[config.mk]
export PLATFORM = sky130hd
export DESIGN_NAME = dsp_post_adder_acc
export DESIGN_NICKNAME = d
export VERILOG_FILES = /design/src/rtl/dsp48a1_pkg.sv /design/src/rtl/dsp48a1_reg_mux.sv /design/src/rtl/dsp_post_adder_acc_post_add_core.sv /design/src/rtl/dsp_post_adder_acc.sv
export SDC_FILE = /design/constraint.sdc
export NUM_CORES = 1
export LEC_CHECK = 0
export BUFFER_PORTS_ARGS = -buffer_cell sky130_fd_sc_hd__buf_2
export CELL_PAD_IN_SITES_DETAIL_PLACEMENT = 1
export CELL_PAD_IN_SITES_GLOBAL_PLACEMENT = 1
export CORE_AREA = 2 2 155 157
export DETAILED_ROUTE_END_ITERATION = 12
export DIE_AREA = 0 0 157 159
export PLACE_DENSITY = 0.84
export REMOVE_ABC_BUFFERS = 1
export SYNTH_ARGS = -nofsm -noshare
export SYNTH_HDL_FRONTEND = slang
export SYNTH_SLANG_ARGS = --single-unit
[constraint.sdc]
create_clock -name clk -period 13.5 [get_ports clk]
set_input_delay 0.675 -clock clk [delete_from_list [all_inputs] [get_ports clk]]
set_output_delay 0.675 -clock clk [all_outputs]
set_load 0.03 [all_outputs]
[src/rtl/dsp48a1_pkg.sv]
// dsp48a1_pkg
// Shared constants for the DSP48A1 slice model: default datapath widths,
// OPMODE bit positions and the X/Z operand-select encodings.
// No ports (package).
package dsp48a1_pkg;

  localparam int DEFAULT_WIDTH_P = 48;
  localparam int DEFAULT_WIDTH_M = 36;

  // OPMODE as seen by the post-adder: {bit7, bit3:2, bit1:0} packed into 5 bits
  localparam int OPMODE_W     = 5;
  localparam int OPMODE_SUB   = 4;
  localparam int OPMODE_Z_MSB = 3;
  localparam int OPMODE_Z_LSB = 2;
  localparam int OPMODE_X_MSB = 1;
  localparam int OPMODE_X_LSB = 0;

  typedef enum logic [1:0] {
    X_ZERO = 2'b00,
    X_M    = 2'b01,
    X_P    = 2'b10,
    X_DAB  = 2'b11
  } x_sel_e;

  typedef enum logic [1:0] {
    Z_ZERO = 2'b00,
    Z_PCIN = 2'b01,
    Z_P    = 2'b10,
    Z_C    = 2'b11
  } z_sel_e;

  // True when either operand mux routes the P register back into the adder
  function automatic logic uses_feedback(input logic [OPMODE_W-1:0] op);
    return (op[OPMODE_X_MSB:OPMODE_X_LSB] == X_P) ||
           (op[OPMODE_Z_MSB:OPMODE_Z_LSB] == Z_P);
  endfunction

endpackage

[src/rtl/dsp48a1_reg_mux.sv]
// dsp48a1_reg_mux
// Generic slice pipeline cell: an optional register with clock enable and
// reset, or a straight wire when REG = 0.
// Ports:
//   clk  - clock, rising edge
//   rstn - active-low reset (async or sync per RST_TYPE)
//   ce   - clock enable
//   d    - data in
//   q    - registered (REG = 1) or bypassed (REG = 0) data out
module dsp48a1_reg_mux #(
  parameter int    WIDTH    = 1,
  parameter int    REG      = 1,
  parameter string RST_TYPE = "ASYNC"
) (
  input  logic             clk,
  input  logic             rstn,
  input  logic             ce,
  input  logic [WIDTH-1:0] d,
  output logic [WIDTH-1:0] q
);

  generate
    if (REG == 0) begin : g_bypass
      assign q = d;
    end else if (RST_TYPE == "ASYNC") begin : g_async
      always_ff @(posedge clk or negedge rstn) begin
        if (!rstn)   q <= '0;
        else if (ce) q <= d;
      end
    end else begin : g_sync
      always_ff @(posedge clk) begin
        if (!rstn)   q <= '0;
        else if (ce) q <= d;
      end
    end
  endgenerate

endmodule

[src/rtl/dsp_post_adder_acc_post_add_core.sv]
// post_add_core
// Purely combinational X/Z operand muxes and the (WIDTH_P+1)-bit
// add/subtract of the DSP48A1 post-adder.
// Ports:
//   opmode - {sub, Z sel[1:0], X sel[1:0]}
//   cin    - carry-in
//   m      - multiplier product (zero-extended onto the X leg)
//   dab    - {D, A, B} concatenation
//   c      - C operand
//   pcin   - cascade input
//   p_fb   - P feedback (already forced to 0 when P is not registered)
//   r      - {carry/borrow, result}
module post_add_core
  import dsp48a1_pkg::*;
#(
  parameter int WIDTH_P = DEFAULT_WIDTH_P,
  parameter int WIDTH_M = DEFAULT_WIDTH_M
) (
  input  logic [OPMODE_W-1:0] opmode,
  input  logic                cin,
  input  logic [WIDTH_M-1:0]  m,
  input  logic [WIDTH_P-1:0]  dab,
  input  logic [WIDTH_P-1:0]  c,
  input  logic [WIDTH_P-1:0]  pcin,
  input  logic [WIDTH_P-1:0]  p_fb,
  output logic [WIDTH_P:0]    r
);

  logic [WIDTH_P-1:0] x_op;
  logic [WIDTH_P-1:0] z_op;
  logic [WIDTH_P:0]   x_plus_cin;

  always_comb begin
    x_op = '0;
    unique case (x_sel_e'(opmode[OPMODE_X_MSB:OPMODE_X_LSB]))
      X_ZERO:  x_op = '0;
      X_M:     x_op = {{(WIDTH_P-WIDTH_M){1'b0}}, m};
      X_P:     x_op = p_fb;
      X_DAB:   x_op = dab;
      default: x_op = '0;
    endcase
  end

  always_comb begin
    z_op = '0;
    unique case (z_sel_e'(opmode[OPMODE_Z_MSB:OPMODE_Z_LSB]))
      Z_ZERO:  z_op = '0;
      Z_PCIN:  z_op = pcin;
      Z_P:     z_op = p_fb;
      Z_C:     z_op = c;
      default: z_op = '0;
    endcase
  end

  // CIN joins the X leg, so subtraction is Z - (X + CIN). Computing one bit
  // wider makes the top bit the carry on add and the borrow on subtract.
  assign x_plus_cin = {1'b0, x_op} + {{WIDTH_P{1'b0}}, cin};
  assign r = opmode[OPMODE_SUB] ? ({1'b0, z_op} - x_plus_cin)
                                : ({1'b0, z_op} + x_plus_cin);

endmodule

[src/rtl/dsp_post_adder_acc.sv]
// dsp_post_adder_acc
// Post-adder/accumulator stage of the DSP48A1 slice: optional OPMODE and
// CIN pipeline registers, the combinational post-adder core, and the
// P/CARRYOUT register with cascade and fabric copies.
// Ports:
//   clk, rstn                 - clock (rising) and async active-low reset
//   CEP, CEOPMODE, CECARRYIN  - clock enables of the P, OPMODE, CIN registers
//   OPMODE[4:0]               - {sub, Z sel, X sel}
//   CARRYIN                   - post-adder carry-in
//   M, DAB, C, PCIN           - operands
//   P, PCOUT                  - result and its cascade copy
//   CARRYOUT, CARRYOUTF       - carry/borrow and its fabric copy
module dsp_post_adder_acc
  import dsp48a1_pkg::*;
#(
  parameter int PREG       = 1,
  parameter int OPMODEREG  = 1,
  parameter int CARRYINREG = 1,
  parameter int WIDTH_P    = DEFAULT_WIDTH_P,
  parameter int WIDTH_M    = DEFAULT_WIDTH_M
) (
  input  logic                clk,
  input  logic                rstn,
  input  logic                CEP,
  input  logic                CEOPMODE,
  input  logic                CECARRYIN,
  input  logic [OPMODE_W-1:0] OPMODE,
  input  logic                CARRYIN,
  input  logic [WIDTH_M-1:0]  M,
  input  logic [WIDTH_P-1:0]  DAB,
  input  logic [WIDTH_P-1:0]  C,
  input  logic [WIDTH_P-1:0]  PCIN,
  output logic [WIDTH_P-1:0]  P,
  output logic [WIDTH_P-1:0]  PCOUT,
  output logic                CARRYOUT,
  output logic                CARRYOUTF
);

  logic [OPMODE_W-1:0] opmode_q;
  logic                cin_q;
  logic [WIDTH_P:0]    sum;
  logic [WIDTH_P:0]    p_q;
  logic [WIDTH_P-1:0]  p_fb;

  dsp48a1_reg_mux #(.WIDTH(OPMODE_W), .REG(OPMODEREG), .RST_TYPE("ASYNC")) u_opmode_reg (
    .clk  (clk),
    .rstn (rstn),
    .ce   (CEOPMODE),
    .d    (OPMODE),
    .q    (opmode_q)
  );

  dsp48a1_reg_mux #(.WIDTH(1), .REG(CARRYINREG), .RST_TYPE("ASYNC")) u_cin_reg (
    .clk  (clk),
    .rstn (rstn),
    .ce   (CECARRYIN),
    .d    (CARRYIN),
    .q    (cin_q)
  );

  // Feedback only exists through a real register; without PREG the leg is
  // tied off so no combinational loop is ever built.
  generate
    if (PREG != 0) begin : g_fb
      assign p_fb = p_q[WIDTH_P-1:0];
    end else begin : g_no_fb
      assign p_fb = '0;
      always @(posedge clk) begin
        if (rstn) assert (!uses_feedback(opmode_q));
      end
    end
  endgenerate

  post_add_core #(.WIDTH_P(WIDTH_P), .WIDTH_M(WIDTH_M)) u_core (
    .opmode (opmode_q),
    .cin    (cin_q),
    .m      (M),
    .dab    (DAB),
    .c      (C),
    .pcin   (PCIN),
    .p_fb   (p_fb),
    .r      (sum)
  );

  // P and CARRYOUT share one enable and reset, so they live in one register
  dsp48a1_reg_mux #(.WIDTH(WIDTH_P+1), .REG(PREG), .RST_TYPE("ASYNC")) u_p_reg (
    .clk  (clk),
    .rstn (rstn),
    .ce   (CEP),
    .d    (sum),
    .q    (p_q)
  );

  assign P         = p_q[WIDTH_P-1:0];
  assign CARRYOUT  = p_q[WIDTH_P];
  assign PCOUT     = P;
  assign CARRYOUTF = CARRYOUT;

endmodule

==> flow_summary.toml, run 1 <==
[floorplan]
fp-row-count = 56
design.portCount = 289
die_w_microns = 157
die_area_sq_um = 25000
die_height_microns = 159
initial_standard_cell_utilization_of_the_core_pct = 41.6
placeable_core_region_sq_um = 23200

[synthesis]
syn_area_sq_um = 9660
synth-edff-count = 0
synth_seq_cells = 55
async_reset_ff_share_pct = 100
synthesis.area_per_instance_sq_um = 8.30
synthesis.yosys.warnings = 0
yosys-top-cells-area = "sky130_fd_sc_hd__dfrtp_1 (14%), sky130_fd_sc_hd__mux2_2 (13%), sky130_fd_sc_hd__xnor2_1 (6.8%), sky130_fd_sc_hd__ha_1 (6.6%), sky130_fd_sc_hd__xor2_1 (5.4%)"
synth-main-ff-cell = "sky130_fd_sc_hd__dfrtp_1"
synth_top_area_cell = "sky130_fd_sc_hd__dfrtp_1"
synth.yosys.seq_area_share_pct = 14.3
syn-instance-count = 1163
synth_largest_type_area_fraction_pct = 14.3
synth_cell_type_count = 77

[sta]
fin_crit_sh_pct = 65.1
worst_pin_slew_ps = 981
finalWorstSetupSlack_ps = 4720
final-hold-violation-count = 0
fin_worst_hold_slack_ps = 519
fin_setup_tns_ps = 0
drv_slew = 0
clock-skew-final_ps = 7.46
setup_viol = 0
layout_min_cycle_time_ps = 8780
timing.fmax_mhz = 114
max-slew-margin-rel_pct = 34.5
grt_setup_unrepaired = "false"

[layout]
final_cell_mix = "sky130_fd_sc_hd__buf_2 (288), sky130_fd_sc_hd__mux2_2 (109), sky130_fd_sc_hd__a21oi_1 (84)"
filler_cells_inserted = 2885
final_common_cell = "sky130_fd_sc_hd__buf_2"
drive_gt1_share_pct = 33.2
nNetsFinal = 1598
multi_input_area_sq_um = 7530
regArea_sq_um = 1380
final_area_sq_um = 11100
area.growth.synth_to_final_pct = 14.7
finalCoreUtilization_pct = 47.8

[placement]
detailedPlacementHpwl_mm = 27.3
place_ws_ps = 4910
routabilityCongestion = 0.887
port_buffers = 288
detailed_place.area_sq_um = 10900

[detailed_routing]
post_detailed_route_drc_marker_count = 0
routed-via-count = 9817
drt_first_pass_iters = 5
drt_iter0_drc = 535
drt.antenna.violating_nets = 0
avgViaCountPerCell = 5.85
routed_wire_length_per_instance_microns = 20.5
routed_wirelength_mm = 34.4

[clock_tree]
clk_transition_reported_paths_ps = 80
post_cts.resized_instances = 0
cts_tree = "done"
clock_latency_at_the_later_pin_of_the_worst_skew_pair_ps = 320
clock_tree.buffer_depth = 2
clock-sinks = 55
postCtsSetupRepairBufs = 0
ctsRootBufferMaster = "sky130_fd_sc_hd__clkbuf_16"
htree_levels = 2
numCtsBuffers = 5
cts_hold_buf = 0

[critical_path]
crit-reg2reg-launch = "u_opmode_reg.q[0]$_DFFE_PN0P_"
slowest_stage = "sky130_fd_sc_hd__nor2b_4"
timing.critical_path.slowest_cell_delay_ps = 900
arrival_ps = 8980
worst-endpoint-required_ps = 13700
setup.worst_path.start = "u_opmode_reg.q[0]$_DFFE_PN0P_"
worstSetupStartpointType = "flop"
worst_setup_path_end_kind = "flop"
critical_path.max_fanout = 34
timing.setup.critical_path_class = "flop to flop"

[flow_run]
max_cap_violations = 0

[global_routing]
antenna_violations_before_repair = 4
grt_max_degree = 56
vias_in_the_first_global_route = 10044
grt_first_pass_wirelength_mm = 54.0
global_route.overflow_total = 0
track_usage_pct = 26.9

[pwr]
p_leak_nw = 4.95
vdd_ir_drop_max_v = 0.000104
power_density_nw_per_um2 = 202

[run_status]
run_status = "completed"

[min_path]
hold_path.class = "input pin to async pin"
==> through the flow <==
stage	std cells	power, mW
after floorplan	1051	1.58
after global placement	1667	2.01
after detailed placement	1667	2.06
after CTS	1675	2.24
after global routing	1677	2.40
final	1678	2.24
==> power by group <==
group / switching (mW) / leakage [nW] / internal, mW
registers: 0.114 / 0.642 / 0.246
logic: 1.05 / 4.22 / 0.666
clock network: 0.0720 / 0.0838 / 0.0880
total: 1.24 / 4.95 / 0.999
==> critical path: cells and delay by family (launching register included) <==
| kind | cells | cell delay (ps) |
|---|---|---|
| AO/OA/AOI/OAI | 10 | 1830 |
| XOR/XNOR | 3 | 580 |
| adder cells (fa/ha/maj) | 3 | 850 |
| flip-flops | 1 | 740 |
| multiplexers | 1 | 260 |
| AND/OR/NAND/NOR | 11 | 4390 |
==> per-layer routing <==
| metal | up-vias | global-route usage [%] | wire, microns |
|---|---|---|---|
| li1 | 4688 | - | - |
| met1 | 4793 | 34.3 | 15200 |
| met2 | 292 | 47.8 | 16900 |
| met3 | 42 | 3.24 | 1650 |
| met4 | 2 | 6.80 | 563 |
| met5 | - | 0 | 13 |
==> final timing paths <==
path                       slack (ps)  depth (start not counted)                            end
max in group asynchronous       12380                          2  u_opmode_reg.q[0]$_DFFE_PN0P_
hold reg to reg                   560                          1      u_p_reg.q[48]$_DFFE_PN0P_
setup reg to reg                 4720                         28      u_p_reg.q[48]$_DFFE_PN0P_
hold / removal                    520                          2      u_p_reg.q[15]$_DFFE_PN0P_
setup / recovery                 4720                         28      u_p_reg.q[48]$_DFFE_PN0P_
min in group clk                  560                          1      u_p_reg.q[48]$_DFFE_PN0P_
==> synthesized netlist by cell type (5+ instances only) <==
library cell	n
sky130_fd_sc_hd__buf_1	14
sky130_fd_sc_hd__o211ai_1	5
sky130_fd_sc_hd__o21a_1	6
sky130_fd_sc_hd__a21o_1	35
sky130_fd_sc_hd__mux2_2	109
sky130_fd_sc_hd__buf_4	51
sky130_fd_sc_hd__o2bb2ai_1	10
sky130_fd_sc_hd__clkbuf_1	34
sky130_fd_sc_hd__o2bb2ai_2	6
sky130_fd_sc_hd__a31oi_1	22
sky130_fd_sc_hd__nor2b_1	13
sky130_fd_sc_hd__nand3_1	30
sky130_fd_sc_hd__xor2_1	59
sky130_fd_sc_hd__nor2_1	67
sky130_fd_sc_hd__dfrtp_1	55
sky130_fd_sc_hd__or3_1	8
sky130_fd_sc_hd__a21oi_1	84
sky130_fd_sc_hd__mux2i_1	37
sky130_fd_sc_hd__buf_6	5
sky130_fd_sc_hd__o21ai_0	32
sky130_fd_sc_hd__nand2b_1	9
sky130_fd_sc_hd__nand2_1	70
sky130_fd_sc_hd__o31ai_1	5
sky130_fd_sc_hd__nand4_1	20
sky130_fd_sc_hd__nor4_1	11
sky130_fd_sc_hd__ha_1	51
sky130_fd_sc_hd__and3_1	16
sky130_fd_sc_hd__inv_1	17
sky130_fd_sc_hd__a22o_1	49
sky130_fd_sc_hd__nor4_2	5
sky130_fd_sc_hd__and4_1	5
sky130_fd_sc_hd__a22oi_1	13
sky130_fd_sc_hd__buf_2	6
sky130_fd_sc_hd__mux2_1	7
sky130_fd_sc_hd__and2_1	11
sky130_fd_sc_hd__o21bai_1	11
sky130_fd_sc_hd__nor3_1	23
sky130_fd_sc_hd__or4_1	5
sky130_fd_sc_hd__xnor2_1	75
==> kinds of logic (layout without fill, tap and decap cells) <==
| group | after synthesis | after routing | synth area share (%) |
|---|---|---|---|
| simple gates | 321 | 321 | 18.2 |
| other cells | 0 | 3 | 0 |
| buf+inv | 132 | 325 | 7.81 |
| fa+ha+maj | 52 | 52 | 6.82 |
| mux | 153 | 153 | 17.4 |
| compound gates | 315 | 315 | 23.2 |
| flops | 55 | 55 | 14.3 |
| xor+xnor | 135 | 135 | 12.3 |
==> flip-flops by register name, summed over array words and instances (netlist names) <==
name and flops:
u_p_reg.q 49, u_opmode_reg.q 5, u_cin_reg.q 1
==> cell type report <==
cell class / count / share of cell area, %
inverter: 20 / 0.678
sequential: 55 / 12.5
timing repair buffer: 297 / 13.6
clock inverter: 3 / 0.395
clock buffer: 5 / 1.13
multi-input combinational: 976 / 68.0
tap: 319 / 3.60
antenna: 3 / 0.0678
Note: power is estimated with default switching activity, not from simulation.
==> inputs of run 2 (changes only) <==
--- a/config.mk
+++ b/config.mk
@@ -8,10 +8,10 @@
 export BUFFER_PORTS_ARGS = -buffer_cell sky130_fd_sc_hd__buf_2
 export CELL_PAD_IN_SITES_DETAIL_PLACEMENT = 1
 export CELL_PAD_IN_SITES_GLOBAL_PLACEMENT = 1
-export CORE_AREA = 2 2 155 157
+export CORE_AREA = 2 2 170 172
 export DETAILED_ROUTE_END_ITERATION = 12
-export DIE_AREA = 0 0 157 159
-export PLACE_DENSITY = 0.84
+export DIE_AREA = 0 0 172 174
+export PLACE_DENSITY = 0.74
 export REMOVE_ABC_BUFFERS = 1
 export SYNTH_ARGS = -nofsm -noshare
 export SYNTH_HDL_FRONTEND = slang
==> constraint.sdc (replaced) <==
create_clock -name clk -period 7.7 [get_ports clk]
set_input_delay 0.385 -clock clk [delete_from_list [all_inputs] [get_ports clk]]
set_output_delay 0.385 -clock clk [all_outputs]
set_load 0.03 [all_outputs]
==> run 2 against run 1 <==
Net effect:
- final area grew 1.8%
- die area grew 20%
- cell count grew 4.4%
- global-route usage shrank 4.2 points
- critical path type unchanged
- critical endpoint unchanged
- largest power group unchanged
- highest routed layer is now met4
==> flow_summary.toml, run 2 (same netlist as run 1, synthesis figures left out) <==
[layout]
nNetsFinal = 1609
final_cell_mix = "sky130_fd_sc_hd__buf_2 (288), sky130_fd_sc_hd__mux2_2 (109), sky130_fd_sc_hd__a21oi_1 (84)"
reg.largest.list = "u_p_reg.q (49), u_opmode_reg.q (5), u_cin_reg.q (1)"
final_common_cell = "sky130_fd_sc_hd__buf_2"
largest_register = "u_p_reg.q"
finalNonFillerCells = 1752
drive_gt1_share_pct = 33.9
final_area_sq_um = 11300
number_of_flip_flops_under_the_largest_register_name = 49
area.growth.synth_to_final_pct = 16.7

[flow_run]
max_cap_violations = 0

[global_routing]
met1_grt_util_pct = 30.2
grt_max_degree = 56
gr-max-usage-layer = "met2"
track_usage_pct = 22.8
global_route.overflow_total = 0
vias_in_the_first_global_route = 9817
grt_util_met3_pct = 2.21
grt_first_pass_wirelength_mm = 54.0
antenna_violations_before_repair = 1
gr-usage-met2_pct = 39.8

[critical_path]
critical_path.endpoint = "u_p_reg.q[48]$_DFFE_PN0P_"
critical_path.max_fanout = 28
flop_to_flop_setup_slack_ps = 550
arrival_ps = 7350
reg2reg_depth = 23
worst-endpoint-required_ps = 7900
worstSetupStartpointType = "flop"
setup.worst_path.start = "u_opmode_reg.q[0]$_DFFE_PN0P_"
r2r-end = "u_p_reg.q[48]$_DFFE_PN0P_"
timing.critical_path.slowest_cell_delay_ps = 680
worst_setup_path_end_kind = "flop"
slowest_stage = "sky130_fd_sc_hd__dfrtp_4"
timing.setup.critical_path_class = "flop to flop"
timing.critical_path.cells = "buf_4 > mux2i_1 > o2bb2ai_1 > nand4_1 > nor4b_1 > xor2_1 > nor4_1 > and3_1 > nor2b_1 > a21oi_1 > xnor2_1 > ha_1 > nand2_1 > nor3_1 > nand4_1 > o311ai_0 > and2_1 > a221o_1 > a21o_1 > a21oi_1 > o21ai_0 > xnor2_1 > mux2_2"
crit-reg2reg-launch = "u_opmode_reg.q[0]$_DFFE_PN0P_"

[clock_tree]
clock-sinks = 55
clock_latency_at_the_later_pin_of_the_worst_skew_pair_ps = 320
cts_tree = "done"
postCtsSetupRepairBufs = 0
htree_levels = 2
clock_tree.buffer_depth = 2
ctsRootBufferMaster = "sky130_fd_sc_hd__clkbuf_16"
numCtsBuffers = 5
clk_transition_reported_paths_ps = 80

[sta]
setup_viol = 0
layout_min_cycle_time_ps = 7150
max-slew-margin-rel_pct = 42.3
drv_slew = 0
timing.fmax_mhz = 140
grt_setup_unrepaired = "false"
fin_crit_sh_pct = 92.9
worst_pin_slew_ps = 855
final-hold-violation-count = 0
clock-skew-final_ps = 8.05

[placement]
place_inst = 1743
detailedPlacementHpwl_mm = 28.2
port_buffers = 288
detailed_place.area_sq_um = 11100
routabilityCongestion = 0.891

[min_path]
hold_path.class = "input pin to async pin"

[detailed_routing]
routed-via-count = 9704
avgViaCountPerCell = 5.54
routed_wirelength_mm = 34.6
routed_wire_length_per_instance_microns = 19.8
drt.antenna.violating_nets = 0
drt_first_pass_iters = 4
post_detailed_route_drc_marker_count = 0
drt_iter0_drc = 426

[floorplan]
die_height_microns = 174
die_w_microns = 172
placeable_core_region_sq_um = 28200
die_area_sq_um = 29900
fp-row-count = 62
design.portCount = 289
initial_standard_cell_utilization_of_the_core_pct = 34.2

[pwr]
power_density_nw_per_um2 = 348
power.share.clock_pct = 7.3
intPower_mw = 1.77
switching_share_pct = 54.9
pwr-share-seq_pct = 16.2
vdd_ir_drop_max_v = 0.000159
p_leak_nw = 5.01
switching_pwr_mw = 2.15
comb_power_share_pct = 76.5

[run_status]
run_status = "completed"
[run 2: through the flow]
| stage | util (%) | setup slack, ps | setup TNS, ps | power (mW) | hold WS [ps] |
|---|---|---|---|---|---|
| global placement | 39.2 | 808 | 0 | 3.56 | 551 |
| CTS | 39.8 | 539 | 0 | 3.93 | 278 |
| detailed placement | 39.2 | 586 | 0 | 3.62 | 546 |
| floorplan | - | -679 | -5610 | 2.77 | 89.4 |
| finish | 39.9 | 549 | 0 | 3.92 | 235 |
| global route | 39.9 | 41.2 | 0 | 4.23 | 301 |
[run 2: cell type report]
cell class	count	area [sq um]
Sequential cell	55	1380
Multi-Input combinational cell	976	7550
Inverter	20	75.1
Tap cell	384	480
Clock buffer	6	139
Timing Repair Buffer	308	1600
Antenna cell	1	2.50
Fill cell	3546	17000
Clock inverter	2	35.0
[run 2: how the worst min path moves through the flow]
| stage | to | slack [ps] | cells after the start |
|---|---|---|---|
| 2_1_floorplan | u_cin_reg.q$_DFFE_PN0P_ | 90 | 0 |
| 3_3_place_gp | u_cin_reg.q$_DFFE_PN0P_ | 550 | 1 |
| 3_5_place_dp | u_cin_reg.q$_DFFE_PN0P_ | 550 | 1 |
| 4_1_cts | u_p_reg.q[16]$_DFFE_PN0P_ | 280 | 2 |
| 5_1_grt | u_p_reg.q[16]$_DFFE_PN0P_ | 300 | 2 |
| 6_report | u_p_reg.q[16]$_DFFE_PN0P_ | 230 | 2 |
[run 2: worst max-delay path, delay by kind of cell (launching register included)]
family / cells / cell delay, ps
adder cells (fa/ha/maj): 1 / 400
multiplexers: 2 / 390
XOR/XNOR: 3 / 440
buffers and inverters: 1 / 430
AND/OR/NAND/NOR: 9 / 3020
AO/OA/AOI/OAI: 7 / 1650
flip-flops: 1 / 680
[run 2: power by group through the flow]
stage / clock network [mW] / registers [mW] / logic [mW]
2_1_floorplan: 0 / 1.13 / 1.64
3_3_place_gp: 0 / 0.638 / 2.93
3_5_place_dp: 0 / 0.645 / 2.98
4_1_cts: 0.298 / 0.640 / 2.99
5_1_grt: 0.305 / 0.673 / 3.25
6_report: 0.287 / 0.634 / 3.00
[run 2: layer usage]
metal  routed length, microns  share of wire [%]
met5                        0                  0
met4                      547                1.6
met3                     1490                4.3
met2                    16900                 49
met1                    15700                 45
[run 2: what timing repair did]
item	in CTS	in global routing
resized for setup	0	3
hold buffers	0	0
setup endpoints to repair	0	3
==> inputs of run 3 (changes only) <==
--- a/config.mk
+++ b/config.mk
@@ -8,11 +8,12 @@
 export BUFFER_PORTS_ARGS = -buffer_cell sky130_fd_sc_hd__buf_2
 export CELL_PAD_IN_SITES_DETAIL_PLACEMENT = 1
 export CELL_PAD_IN_SITES_GLOBAL_PLACEMENT = 1
-export CORE_AREA = 2 2 170 172
+export CORE_AREA = 2 2 166 168
 export DETAILED_ROUTE_END_ITERATION = 12
-export DIE_AREA = 0 0 172 174
-export PLACE_DENSITY = 0.74
+export DIE_AREA = 0 0 168 170
+export PLACE_DENSITY = 0.76
 export REMOVE_ABC_BUFFERS = 1
 export SYNTH_ARGS = -nofsm -noshare
 export SYNTH_HDL_FRONTEND = slang
+export SYNTH_HIERARCHICAL = 1
 export SYNTH_SLANG_ARGS = --single-unit
==> run 3 against run 2 <==
Net effect:
- wire length fell by 1.1%
- synthesized cell count fell by 3.3%
- core utilization rose by 1.7 points
==> flow_summary.toml, run 3 <==
[sta]
fin_worst_hold_slack_ps = 235
fin_crit_sh_pct = 93.6
worst_pin_slew_ps = 902
finalWorstSetupSlack_ps = 495
final-hold-violation-count = 0
setup_viol = 0
clock-skew-final_ps = 13.4
drv_slew = 0
timing.fmax_mhz = 139
grt_setup_unrepaired = "false"
layout_min_cycle_time_ps = 7210
max-slew-margin-rel_pct = 39.7

[placement]
port_buffers = 288
place_ws_ps = 355
detailed_place.area_sq_um = 10900
detailedPlacementHpwl_mm = 27.3
routabilityCongestion = 0.917

[critical_path]
worst-endpoint-required_ps = 7960
timing.critical_path.slowest_cell_delay_ps = 630
slowest_stage = "sky130_fd_sc_hd__or4b_2"
arrival_ps = 7470
timing.setup.critical_path_class = "flop to flop"
crit-reg2reg-launch = "u_opmode_reg/q[1]$_DFFE_PN0P_"
worst_setup_path_end_kind = "flop"
timing.critical_path.cells = "and2b_1 > a22o_1 > ha_1 > o31ai_1 > or4_1 > or4_1 > or4_1 > xnor2_1 > a2111oi_4 > a21oi_1 > xor2_1 > ha_1 > nand4_1 > or4_1 > a21oi_1 > nor3b_2 > o21a_1 > o31ai_2 > a21oi_2 > or4b_2 > nand4_1 > mux2_4"
critical_path.max_fanout = 12
setup.worst_path.start = "u_opmode_reg/q[1]$_DFFE_PN0P_"
critical-path-top-cell-by-count = "sky130_fd_sc_hd__or4_1"
worstSetupStartpointType = "flop"

[layout]
final_area_sq_um = 11100
final_common_cell = "sky130_fd_sc_hd__buf_2"
final_cell_mix = "sky130_fd_sc_hd__buf_2 (288), sky130_fd_sc_hd__mux2_2 (135), sky130_fd_sc_hd__xnor2_1 (84)"
drive_gt1_share_pct = 36.4
area.growth.synth_to_final_pct = 16.7
nNetsFinal = 1583
largest_register = "u_p_reg/q"
number_of_flip_flops_under_the_largest_register_name = 49
reg.largest.list = "u_p_reg/q (49), u_opmode_reg/q (5), u_cin_reg/q (1)"
antenna-diode-count = 0

[pwr]
p_leak_nw = 5.06
vdd_ir_drop_max_v = 0.000150
power_density_nw_per_um2 = 357

[detailed_routing]
routed-via-count = 9551
routed_wirelength_mm = 34.3
drt_iter0_drc = 557
avgViaCountPerCell = 5.68
routed_wire_length_per_instance_microns = 20.4
drt_first_pass_iters = 5
post_detailed_route_drc_marker_count = 0
drt.antenna.violating_nets = 0

[clock_tree]
clock-sinks = 55
numCtsBuffers = 5
htree_levels = 2
clock_tree.buffer_depth = 2
clock_latency_at_the_later_pin_of_the_worst_skew_pair_ps = 320
ctsRootBufferMaster = "sky130_fd_sc_hd__clkbuf_16"
postCtsSetupRepairBufs = 0
cts_tree = "done"
clk_transition_reported_paths_ps = 90

[global_routing]
antenna_violations_before_repair = 0
vias_in_the_first_global_route = 9780
track_usage_pct = 23.4
grt_first_pass_wirelength_mm = 54.0
grt_max_degree = 78
global_route.overflow_total = 0

[floorplan]
die_height_microns = 170
design.portCount = 289
fp-row-count = 60
die_w_microns = 168
placeable_core_region_sq_um = 26700
initial_standard_cell_utilization_of_the_core_pct = 35.7
die_area_sq_um = 28600

[synthesis]
synth_seq_cells = 55
synth-edff-count = 0
async_reset_ff_share_pct = 100
syn_area_sq_um = 9520
synth_largest_type_area_fraction_pct = 16.0
synth-main-ff-cell = "sky130_fd_sc_hd__dfrtp_1"
yosys-top-cells-area = "sky130_fd_sc_hd__mux2_2 (16%), sky130_fd_sc_hd__dfrtp_1 (14%), sky130_fd_sc_hd__xnor2_1 (7.7%), sky130_fd_sc_hd__ha_1 (6.7%), sky130_fd_sc_hd__a22o_1 (6.3%)"
synth.yosys.seq_area_share_pct = 14.5
synth_most_common_cell = "sky130_fd_sc_hd__mux2_2"
synth_top_area_cell = "sky130_fd_sc_hd__mux2_2"
synth_cell_type_count = 74
syn-instance-count = 1125
synthesis.yosys.warnings = 6
synthesis.area_per_instance_sq_um = 8.46
synth_common_cells = "sky130_fd_sc_hd__mux2_2 (135), sky130_fd_sc_hd__xnor2_1 (84), sky130_fd_sc_hd__a21oi_1 (79)"

[flow_run]
max_cap_violations = 0

[min_path]
hold_path.class = "input pin to async pin"

[run_status]
run_status = "completed"
run 3: changes by cell type after synthesis, moves of 9 or more:
| cell | delta |
|---|---|
| sky130_fd_sc_hd__mux2_2 | +26 |
| sky130_fd_sc_hd__mux2i_1 | -22 |
| sky130_fd_sc_hd__a22o_1 | +19 |
| sky130_fd_sc_hd__clkbuf_1 | -14 |
| sky130_fd_sc_hd__nand2_1 | -12 |
| sky130_fd_sc_hd__mux2_4 | +11 |
| sky130_fd_sc_hd__nor4_1 | +11 |
| sky130_fd_sc_hd__o21ai_0 | -11 |
| sky130_fd_sc_hd__buf_4 | +10 |
| sky130_fd_sc_hd__o2bb2ai_1 | -10 |
| sky130_fd_sc_hd__xnor2_1 | +9 |
run 3: final cells by class:
class | instances | area [sq um]
fillers | 3278 | 15500
multi-input cells | 952 | 7460
clock inverters | 3 | 31.3
well taps | 341 | 427
inverters | 15 | 56.3
repair buffers | 311 | 1630
clock buffers | 5 | 125
flip-flops and latches | 55 | 1380
run 3: worst max-delay path: cells and delay by family (launching register included):
kind	cells	cell delay (ps)
fa+ha+maj	2	570
flops	1	510
mux	1	140
xor+xnor	2	390
compound gates	8	1930
simple gates	9	3600
run 3: layer usage:
metal  global-route usage (%)  vias to the layer above  share of wire, %
met4                     3.44                        0               1.0
met3                     1.72                       21               4.1
li1                         -                     4624                 -
met5                        0                        -                 0
met1                     32.6                     4644                48
met2                     40.4                      262                47
run 3: worst paths after layout:
kind / endpoint / slack, ps / cells after the start
max: u_p_reg/q[47]$_DFFE_PN0P_ / 490 / 22
min: u_p_reg/q[45]$_DFFE_PN0P_ / 230 / 2
max reg2reg: u_p_reg/q[47]$_DFFE_PN0P_ / 490 / 22
min reg2reg: u_cin_reg/q$_DFFE_PN0P_ / 540 / 1
max in group asynchronous: u_opmode_reg/q[1]$_DFFE_PN0P_ / 6880 / 2
min in group clk: u_opmode_reg/q[1]$_DFFE_PN0P_ / 290 / 2
run 3: through the flow:
step	total power, mW	setup TNS (ps)	utilization (%)	std cells
floorplan	2.80	-2710	-	1022
global placement	3.59	0	41.0	1674
detailed placement	3.66	0	41.0	1674
CTS	3.96	0	41.6	1682
global route	4.26	0	41.7	1682
finish	3.96	0	41.7	1682
run 3: what timing repair did:
action / in CTS / in global routing
resized for setup: 0 / 5
setup endpoints to repair: 0 / 6
hold buffers: 0 / 0
run 3: kinds of logic (layout without fill, tap and decap cells):
group                      Yosys count  after routing  synth area share, %
and+or+nand+nor                    303            303                 16.9
AOI/OAI and AO/OA                  299            299                 22.2
muxes                              162            162                 19.4
xor gates and xnor gates           136            136                 12.5
buffers and inverters              118            334                 7.56
DFF                                 55             55                 14.5
adders and majority gates           52             52                 6.91
run 3: where the power goes:
part	internal (mW)	switching [mW]	leakage [nW]
Clock	0.127	0.140	0.0778
Sequential	0.433	0.217	0.637
Combinational	1.21	1.83	4.34
Total	1.77	2.19	5.06
